File: src/rtl/cv32e40s_pkg.sv
// cv32e40s_pkg: shared types, opcodes and Zcmp encode/decode helpers
package cv32e40s_pkg;
  localparam logic [6:0] OPCODE_STORE = 7'h23;
  localparam logic [6:0] OPCODE_LOAD  = 7'h03;
  localparam logic [6:0] OPCODE_OPIMM = 7'h13;
  localparam logic [6:0] OPCODE_JALR  = 7'h67;

  typedef enum logic [2:0] {ZC_NONE, ZC_PUSH, ZC_POP, ZC_POPRETZ, ZC_POPRET, ZC_MVSA01, ZC_MVA01S} zcmp_op_e;
  typedef enum logic {S_IDLE, S_SEQ} seq_state_e;

  localparam logic [31:0] JALR_RA = {12'd0, 5'd1, 3'b000, 5'd0, OPCODE_JALR};

  // s-register index to architectural register: s0..s1 = x8..x9, s2..s11 = x18..x27
  function automatic logic [4:0] sreg(logic [3:0] i);
    return (i < 4'd2) ? 5'd8 + {1'b0, i} : 5'd16 + {1'b0, i};
  endfunction

  function automatic logic [31:0] enc_i(logic [4:0] rd, logic [4:0] rs1, logic [11:0] imm);
    return {imm, rs1, 3'b000, rd, OPCODE_OPIMM};
  endfunction

  function automatic logic [31:0] enc_l(logic [4:0] rd, logic [4:0] rs1, logic [11:0] imm);
    return {imm, rs1, 3'b010, rd, OPCODE_LOAD};
  endfunction

  function automatic logic [31:0] enc_s(logic [4:0] rs2, logic [4:0] rs1, logic [11:0] imm);
    return {imm[11:5], rs2, rs1, 3'b010, imm[4:0], OPCODE_STORE};
  endfunction

  // Reserved encodings decode to ZC_NONE so they reach the decoder untouched
  function automatic zcmp_op_e zc_decode(logic [15:0] c);
    if (c[1:0] != 2'b10 || c[15:13] != 3'b101) return ZC_NONE;
    if (c[12:10] == 3'b011) begin
      if (c[6:5] == 2'b01) return (c[9:7] == c[4:2]) ? ZC_NONE : ZC_MVSA01;
      if (c[6:5] == 2'b11) return ZC_MVA01S;
      return ZC_NONE;
    end
    if (c[7:4] < 4'd4) return ZC_NONE;
    case (c[12:8])
      5'b11000: return ZC_PUSH;
      5'b11010: return ZC_POP;
      5'b11100: return ZC_POPRETZ;
      5'b11110: return ZC_POPRET;
      default:  return ZC_NONE;
    endcase
  endfunction
endpackage

File: src/rtl/cv32e40s_zcmp_expander.sv
// cv32e40s_zcmp_expander: maps (instruction, step) to one expanded RV32I operation
module cv32e40s_zcmp_expander
  import cv32e40s_pkg::*;
(
  input  logic [31:0] instr_i,
  input  logic [3:0]  step_i,
  output logic [31:0] instr_o,
  output logic        last_o
);
  zcmp_op_e    op;
  logic [3:0]  n, j, u;
  logic [2:0]  cq;
  logic [4:0]  rk, r1s, r2s;
  logic [6:0]  adj;
  logic [11:0] off, adj12;
  logic        mem;
  // Derive list size, stack adjustment and the operation for this step
  always_comb begin
    op      = zc_decode(instr_i[15:0]);
    n       = (instr_i[7:4] == 4'd15) ? 4'd13 : instr_i[7:4] - 4'd3;
    cq      = 3'(({1'b0, n} + 5'd3) >> 2);
    adj     = {cq, 4'b0} + {1'b0, instr_i[3:2], 4'b0};
    adj12   = {5'b0, adj};
    j       = n - step_i - 4'd1;
    rk      = (j == 4'd0) ? 5'd1 : sreg(j - 4'd1);
    off     = {6'b0, step_i + 4'd1, 2'b0};
    mem     = step_i < n;
    u       = step_i - n + ((op == ZC_POPRETZ) ? 4'd0 : 4'd1);
    r1s     = sreg({1'b0, instr_i[9:7]});
    r2s     = sreg({1'b0, instr_i[4:2]});
    instr_o = instr_i;
    last_o  = 1'b1;
    case (op)
      ZC_PUSH: begin
        instr_o = mem ? enc_s(rk, 5'd2, 12'd0 - off) : enc_i(5'd2, 5'd2, 12'd0 - adj12);
        last_o  = step_i == n;
      end
      ZC_POP, ZC_POPRET, ZC_POPRETZ: begin
        instr_o = mem ? enc_l(rk, 5'd2, adj12 - off) :
                  (u == 4'd1) ? enc_i(5'd2, 5'd2, adj12) :
                  (u == 4'd2) ? JALR_RA : enc_i(5'd10, 5'd0, 12'd0);
        last_o  = !mem && u == ((op == ZC_POP) ? 4'd1 : 4'd2);
      end
      ZC_MVSA01: begin
        instr_o = (step_i == 4'd0) ? enc_i(r1s, 5'd10, 12'd0) : enc_i(r2s, 5'd11, 12'd0);
        last_o  = step_i == 4'd1;
      end
      ZC_MVA01S: begin
        instr_o = (step_i == 4'd0) ? enc_i(5'd10, r1s, 12'd0) : enc_i(5'd11, r2s, 12'd0);
        last_o  = step_i == 4'd1;
      end
      default: ;
    endcase
  end
endmodule

File: src/rtl/cv32e40s_zcmp_sequencer.sv
// cv32e40s_zcmp_sequencer: issues Zcmp instructions as RV32I sequences, passes others through
module cv32e40s_zcmp_sequencer
  import cv32e40s_pkg::*;
#(
  parameter bit ZC_EXT = 1'b1
) (
  input  logic        clk,
  input  logic        rst_n,
  input  logic [31:0] instr_i,
  input  logic        instr_valid_i,
  output logic        instr_ready_o,
  input  logic        kill_i,
  output logic [31:0] instr_o,
  output logic        instr_valid_o,
  input  logic        instr_ready_i,
  output logic        seq_instr_o,
  output logic        seq_first_o,
  output logic        seq_last_o
);
  if (ZC_EXT) begin : g_zc
    seq_state_e  state, state_n;
    logic [3:0]  step, step_n, exp_step;
    logic [31:0] instr_q, instr_n, exp_in, exp_instr;
    logic        exp_last, active;
    assign exp_in   = (state == S_SEQ) ? instr_q : instr_i;
    assign exp_step = (state == S_SEQ) ? step : 4'd0;
    cv32e40s_zcmp_expander u_exp (
      .instr_i (exp_in),
      .step_i  (exp_step),
      .instr_o (exp_instr),
      .last_o  (exp_last)
    );
    // State, step counter and captured instruction
    always_ff @(posedge clk or negedge rst_n) begin
      if (!rst_n) begin
        state   <= S_IDLE;
        step    <= 4'd0;
        instr_q <= 32'd0;
      end else begin
        state   <= state_n;
        step    <= step_n;
        instr_q <= instr_n;
      end
    end
    // Advance one step per accepted operation; kill returns to IDLE
    always_comb begin
      state_n = state;
      step_n  = step;
      instr_n = instr_q;
      if (kill_i) begin
        state_n = S_IDLE;
        step_n  = 4'd0;
      end else if (active && instr_ready_i) begin
        state_n = exp_last ? S_IDLE : S_SEQ;
        step_n  = exp_last ? 4'd0 : exp_step + 4'd1;
        instr_n = (state == S_IDLE) ? instr_i : instr_q;
      end
    end
    // Handshake and sequence flags
    always_comb begin
      active        = (state == S_SEQ) || (instr_valid_i && zc_decode(instr_i[15:0]) != ZC_NONE);
      instr_o       = active ? exp_instr : instr_i;
      seq_instr_o   = active;
      seq_first_o   = active && state == S_IDLE;
      seq_last_o    = !active || exp_last;
      instr_valid_o = !kill_i && (state == S_SEQ || instr_valid_i);
      instr_ready_o = !kill_i && instr_valid_i && instr_ready_i && seq_last_o;
    end
  end else begin : g_pass
    assign instr_o       = instr_i;
    assign instr_valid_o = instr_valid_i && !kill_i;
    assign instr_ready_o = instr_valid_i && instr_ready_i && !kill_i;
    assign seq_instr_o   = 1'b0;
    assign seq_first_o   = 1'b0;
    assign seq_last_o    = 1'b1;
  end
endmodule

File: config.mk
export PLATFORM = sky130hd
export DESIGN_NAME = cv32e40s_zcmp_sequencer
export DESIGN_NICKNAME = d
export VERILOG_FILES = /design/src/rtl/cv32e40s_pkg.sv /design/src/rtl/cv32e40s_zcmp_expander.sv /design/src/rtl/cv32e40s_zcmp_sequencer.sv
export SDC_FILE = /design/constraint.sdc
export NUM_CORES = 1
export LEC_CHECK = 0
export BUFFER_PORTS_ARGS = -buffer_cell sky130_fd_sc_hd__buf_2
export CORE_ASPECT_RATIO = 1.4
export CORE_MARGIN = 3
export CORE_UTILIZATION = 35
export CTS_CLUSTER_DIAMETER = 200
export DETAILED_ROUTE_END_ITERATION = 8
export PLACE_DENSITY = 0.6
export SLEW_MARGIN = 40
export SYNTH_ARGS = -nofsm -noshare
export SYNTH_HDL_FRONTEND = slang
export SYNTH_HIERARCHICAL = 1
export SYNTH_SLANG_ARGS = --single-unit
File: constraint.sdc
create_clock -name clk -period 10.5 [get_ports clk]
set_input_delay 1.575 -clock clk [delete_from_list [all_inputs] [get_ports clk]]
set_output_delay 1.575 -clock clk [all_outputs]
set_load 0.005 [all_outputs]
Word level (Yosys, flattened, before mapping). Cells that the tools add are included.

Eq/ne operators: 32. Magnitude comparators: 6. Reductions and logical operators: 23. Add/subtract/negate cells: 18. Bitwise gates (word level): 2. Muxes and demuxes: 74.

Operators with widths (number): 32-bit 2-to-1 mux (5); 32-bit one-hot mux with 4 select lines (1); 3-bit 2-to-1 mux (22); 5-bit equality test (second input constant) (8); 16-bit 2-to-1 mux (2); 1-bit 2-to-1 mux (30); 3-bit one-hot mux with 4 select lines (2); 20-bit 2-to-1 mux (1); 4-bit 2-to-1 mux (5); 5-bit 2-to-1 mux (4); 3-bit by 2-bit equality test with 1-bit output (second input constant) (4); 4-bit by 3-bit adder with 5-bit output (first input constant) (2); 5-bit by 3-bit adder with 5-bit output (first input constant) (2); 3-bit equality test (second input constant) (3); 4-bit by 1-bit equality test with 1-bit output (second input constant) (2); 4-bit equality test (2); 1-bit logical AND (8); 4-bit zero test (2); 4-bit by 3-bit < comparator with 1-bit output (second input constant) (2); 1-bit by 7-bit subtractor with 8-bit output (first input constant) (1); 4-bit by 1-bit subtractor with 4-bit output (second input constant) (2); 4-bit subtractor (2); 7-bit by 6-bit subtractor with 8-bit output (1); 7-bit by 6-bit adder with 7-bit output (1); 28 further kinds (41).

Output and inout bits: 37. Input bits: 37. Register bits: 37.

Longest topological paths before layout.
Word-level depth: 24. Depth in mapped cells: 27.

By module. The synthesis kept the hierarchy.

By module, submodules not included: cv32e40s_zcmp_sequencer (sequential area each 925.9 sq um, cells each 203, times used 1, area each 2499.9 sq um); cv32e40s_zcmp_expander (sequential area each 0.0 sq um, cells each 291, times used 1, area each 1931.9 sq um).

Worst setup path before layout. OpenSTA, ideal clock, no wires.

Path type: input port to output port. Start point: input port instr_i[3]. End point: output port instr_ready_o. Path buffers: 4. Path slack: 2782 ps. Arrival: 6143 ps. Required time: 8925 ps. Cell stages on the path: 24. Cell sequence: xnor2_1 a41oi_2 a211oi_1 buf_2 buf_2 a22o_1 and4bb_2 nand2_1 a21o_1 buf_2 buf_2 nor2_1 ha_1 inv_1 ha_1 fa_1 xnor2_1 nand3b_1 nor3_1 o2bb2ai_1 o21ai_0 o211ai_1 or2_2 and4b_1.

Cells in the longest elaborated chain, start to end: 20.

Ends and longest elaborated chain: start: declaration (RTL line cv32e40s_zcmp_sequencer.sv:9) `input logic [31:0] instr_i,`; 32-bit 2-to-1 mux *; 3-bit equality test * (RTL line cv32e40s_pkg.sv:34) `if (c[6:5] == 2'b01) return (c[9:7] == c[4:2]) ? ZC_NONE : ZC_MVSA01;`; 3-bit 2-to-1 mux * (2 in a row) (RTL line cv32e40s_pkg.sv:34); 3-bit 2-to-1 mux (RTL line cv32e40s_pkg.sv:35) `if (c[6:5] == 2'b11) return ZC_MVA01S;`; 3-bit 2-to-1 mux (RTL line cv32e40s_pkg.sv:36) `return ZC_NONE;`; 3-bit 2-to-1 mux * (RTL line cv32e40s_pkg.sv:35); 3-bit 2-to-1 mux * (RTL line cv32e40s_pkg.sv:33) `if (c[12:10] == 3'b011) begin`; 3-bit 2-to-1 mux (RTL line cv32e40s_pkg.sv:38) `if (c[7:4] < 4'd4) return ZC_NONE;`; (+5 left out); 4-bit adder (RTL line cv32e40s_zcmp_expander.sv:28) `u = step_i - n + ((op == ZC_POPRETZ) ? 4'd0 : 4'd1);`; 4-bit equality test (RTL line cv32e40s_zcmp_expander.sv:42) `last_o = !mem && u == ((op == ZC_POP) ? 4'd1 : 4'd2);`; 1-bit logical AND (RTL line cv32e40s_zcmp_expander.sv:42); 1-bit one-hot mux with 3 select lines * (RTL line cv32e40s_zcmp_expander.sv:33) `case (op)`; named net g_zc.exp_last (RTL line cv32e40s_zcmp_sequencer.sv:24) `logic exp_last, active;`; 1-bit logical OR * (RTL line cv32e40s_zcmp_sequencer.sv:65) `seq_last_o = !active || exp_last;`; named net seq_last_o (RTL line cv32e40s_zcmp_sequencer.sv:18) `output logic seq_last_o`; 1-bit logical AND * (RTL line cv32e40s_zcmp_sequencer.sv:67) `instr_ready_o = !kill_i && instr_valid_i && instr_ready_i && seq_last_o;`; end: declaration (RTL line cv32e40s_zcmp_sequencer.sv:11) `output logic instr_ready_o,`.

The timed path passes the listed nets; every way through them passes the cells marked *.

Worst setup path in the final report.
Start point: input port instr_i[4]. End point: output port instr_ready_o.

Cells in the longest elaborated chain, start to end: 20.

Ends and longest elaborated chain (RTL line): 32-bit 2-to-1 mux *; 3-bit equality test (cv32e40s_pkg.sv:34); 3-bit 2-to-1 mux (2 in a row) (cv32e40s_pkg.sv:34); 3-bit 2-to-1 mux (cv32e40s_pkg.sv:35); 3-bit 2-to-1 mux (cv32e40s_pkg.sv:36); 3-bit 2-to-1 mux (cv32e40s_pkg.sv:35); 3-bit 2-to-1 mux (cv32e40s_pkg.sv:33); 3-bit 2-to-1 mux (cv32e40s_pkg.sv:38); (+4 left out); 1-bit 2-to-1 mux (cv32e40s_zcmp_expander.sv:28); 4-bit adder (cv32e40s_zcmp_expander.sv:28); 4-bit equality test (cv32e40s_zcmp_expander.sv:42); 1-bit logical AND (cv32e40s_zcmp_expander.sv:42); 1-bit one-hot mux with 3 select lines * (cv32e40s_zcmp_expander.sv:33); named net g_zc.exp_last (cv32e40s_zcmp_sequencer.sv:24); 1-bit logical OR * (cv32e40s_zcmp_sequencer.sv:65); 1-bit logical AND * (cv32e40s_zcmp_sequencer.sv:67).

The timed path passes the listed nets; every way through them passes the cells marked *. The select of a mux whose other input is x is not followed.

==> metrics.md <==
| Metric | Value |
|---|---|
| Initial antenna violation count | `0` |
| Critical Path Fanout Max | `22` |
| Largest family of logic cells by synthesized area | `multiplexers` |
| Chip height | `139.1 um` |
| CP Capture Type | `output port` |
| Fin nets | `609` |
| Drt wl/cell | `19.14 um` |
| Post-Syn Instances | `494` |
| Reg2reg start | `g_zc.state$_DFFE_PN0P_` |
| CP delay by family, top | `compound AO/OA/AOI/OAI gates` |
| Placed Cells incl. Taps | `689` |
| Max stage delay on crit path | `0.58 ns` |
| # fillers | `1227` |
| Synthesized cell area | `4432 sq um` |
| TritonCTS clock tree | `built` |
| Port Buffers | `73` |
| I/O pin count | `74` |
| Share of cells above drive strength 1 | `0.3492` |
| Initial DRC Count | `364` |
| Asr flop ratio synth | `1.000` |
| Routed WL | `13340 um` |
| Synth Area per Inst | `8.971 sq um` |
| Hold Crit Start | `g_zc.instr_q[0]$_DFFE_PN0P_` |
| GR Overflow Total | `0` |
| Post-synthesis compound-gate area fraction | `0.1787` |
| Post-synthesis cell type count | `69` |
| CTS Buf Count | `5` |
| Lkg Pwr | `0.002342 uW` |
| Total Routing Usage GR | `0.1874` |
| Dominant synthesized flop cell | `dfrtp_1` |
| Fin. max-slew vios | `0` |
| Highest Clock Rate | `120.4 MHz` |
| Cell taking the most area after synthesis | `dfrtp_1` |
| Post-synthesis mux area share | `0.2566` |
| Die ar. | `14070 sq um` |
| Register Area | `925.9 sq um` |
| Simple-Gate Fraction of Synth Area | `0.1629` |
| DRC errors left | `0` |
| Clock Skews | `0.007916 ns` |
| Endpoints failing setup | `0` |
| DP Wirelength | `10230 um` |
| CTS root buf | `clkbuf_16` |
| DRT antenna net count | `0` |
| RD Place Congestion | `1.031` |
| Top cells by count, synth | `mux2_2 (61), nand2_1 (43), dfrtp_1 (37)` |
| Outcome | `complete, no violations` |
| Tcrit/Tclk final | `0.7909` |
| DR vias | `4035` |
| Post-cts gate resize count | `0` |
| PwrDens | `87.15 nW/um^2` |
| Clock power frac | `0.336` |
| Yosys reg bits | `37` |
| CTS Hold Bufs | `0` |
| Post-synth top area share | `0.2089` |
| Top-count cell post-synth | `mux2_2` |
| Crit Path Category | `input pin to output port` |
| Drt pass-1 iters | `5` |
| Starting density of the core | `0.3582` |
| RSZ-0062 raised after global routing | `false` |
| Tmin final | `8.304 ns` |
| CP max-delay cell | `a21o_1` |
| Combinational share of power | `0.330` |
| N_diodes | `0` |
| Worst-skew pair later-pin latency | `0.29 ns` |
| Buf/Inv on CP | `3` |
| Synth warnings | `6` |
| CTS H-tree lvls | `2` |
| CP Cell Sequence | `buf_2, xnor2_1, a41oi_2, a211oi_4, a22o_1, and4bb_2, nand2_1, a21o_1, nor2_1, ha_1, inv_1, ha_1, fa_1, xnor2_1, nand3b_1, nor3_1, o2bb2ai_1, o21ai_0, o211ai_1, or2_2, and4b_1, buf_2` |
| Core ar. | `12370 sq um` |
| Reg clk slew, reported paths | `0.05 ns` |
| Relative slew slack | `0.5205` |
| Sequential power share | `0.334` |
| Final Core Density | `0.4053` |
| Final Non-Filler Cells | `697` |
| Fin Setup TNS | `0 ns` |
| Hold Slack | `0.4889 ns` |
| Postcts setup bufs | `0` |
| Synthesis-to-finish area growth | `13.16%` |
| Post-synthesis xor/xnor area fraction | `0.05138` |
| Site Rows | `48` |
| Peak VDD IR | `0.00005942 V` |
| Sink Count | `37` |
| Min-Delay Path Class | `flip-flop to flip-flop` |
| Max Cap Viol | `0` |
| Via-per-instance ratio | `5.789` |
| Sw Share | `0.3268` |
| Fin. Hold Viols | `0` |
| Switching pwr | `142.8 uW` |
| Synth area leaders | `dfrtp_1 (21%), mux2_2 (15%), mux2_4 (9.5%), ha_1 (6.2%), nand2_1 (3.6%)` |
| Worst slew pin tran | `0.7193 ns` |
| Post-synthesis sequential area ratio | `0.2089` |
| CP Data Arrival Time | `6.73 ns` |
| Area occupied by multi-input gates | `3256 sq um` |
| Die X | `101.1 um` |
| Setup crit start | `instr_i[4]` |
| EDFF count, synth | `0` |
| Clk buf depth | `2` |
| Vias in the first global route | `4102` |
| Startpoint types | `input pin` |
| Syn Nets | `557` |
| Data required, critical path | `8.93 ns` |
| Largest net degree at the start of global routing | `39` |
| P_int | `294.2 uW` |
| Adder-cell area share of the yosys netlist | `0.08018` |
| Global-route wire length before repair | `21290 um` |
placed cells by master (no fill, tap or decap), types with 4 or more instances in the layout:
cell / count
inv_1: 25
dfrtp_1: 37
nor3_1: 13
o32ai_1: 4
clkbuf_16: 5
nand2_1: 43
fa_1: 4
mux2_4: 28
xnor2_1: 12
nor2b_1: 6
o21a_1: 4
o21ai_0: 28
buf_2: 72
nand3_1: 12
a21oi_1: 20
ha_1: 22
a21o_1: 8
o211ai_1: 4
buf_4: 7
and3_1: 4
a31oi_1: 4
xor2_1: 14
mux2_2: 61
nor2_1: 31
a211oi_1: 4
a22o_1: 4
per-stage QoR:
step	power, uW	area (sq um)	setup slack [ns]
3_5_place_dp	290.2	4876	2.292
4_1_cts	440.5	5015	2.272
5_1_grt	462.4	5015	1.901
6_report	437.0	5015	2.196
2_1_floorplan	244.4	4432	2.782
3_3_place_gp	287.7	4857	2.511
worst register-to-register path: stages, from the launching register on:
cell and delay, ns:
dfrtp_1 0.63, buf_4 0.48, mux2_2 0.53, xor2_1 0.19
o311ai_0 0.48, a21o_1 0.64, nor2_1 0.14, ha_1 0.31
inv_1 0.04, ha_1 0.20, fa_1 0.38, xnor2_1 0.27
nand3b_1 0.17, nor3_1 0.58, o2bb2ai_1 0.17, o21ai_0 0.11
o211ai_1 0.20, nor3b_1 0.12, nand2_1 0.10, o21ai_0 0.08
o21ai_0 0.14, o31ai_1 0.09
routing by layer:
layer,vias to the layer above,part of all wire,global-route usage
li1,1906,-,-
met2,159,0.52,0.3376
met5,-,0,0
met4,0,0.044,0.08824
met1,1937,0.39,0.2161
met3,33,0.050,0.01862
logic make-up (layout without fill, tap and decap cells):
logic type      count (synthesis)  count (layout)
fa+ha+maj                      26              26
mux                            92              92
simple gates                  142             142
xor+xnor                       26              26
flops                          37              37
compound gates                112             112
buf+inv                        59             112
power by group through the flow:
stage	Clock [uW]	Sequential (uW)	Combinational, uW
after floorplan	0	148	96.3
final	147	146	144
after global routing	156	146	160
after detailed placement	0	149	142
after CTS	151	146	143
after global placement	0	148	139
sequential cells by signal, summed over array words and instances (netlist names):
name          cells
g_zc.state        1
g_zc.step         4
g_zc.instr_q     32
final timing paths:
check | end | slack [ns] | cells past startpoint
max reg2reg | g_zc.step[2]$_DFFE_PN0P_ | 4.30 | 21
min in group asynchronous | g_zc.instr_q[20]$_DFFE_PN0P_ | 1.25 | 1
max in group asynchronous | g_zc.instr_q[0]$_DFFE_PN0P_ | 8.87 | 1
min reg2reg | g_zc.instr_q[0]$_DFFE_PN0P_ | 0.49 | 1
min | g_zc.instr_q[0]$_DFFE_PN0P_ | 0.49 | 1
max | instr_ready_o | 2.20 | 22
final cells by class:
class / count / share of cell area
timing repair buffer: 79 / 0.08234
sequential: 37 / 0.1846
tap: 150 / 0.03743
clock inverter: 2 / 0.001996
clock buffer: 6 / 0.02570
inverter: 25 / 0.01871
multi-input combinational: 398 / 0.6492
Note: power is estimated with default switching activity, not from simulation.
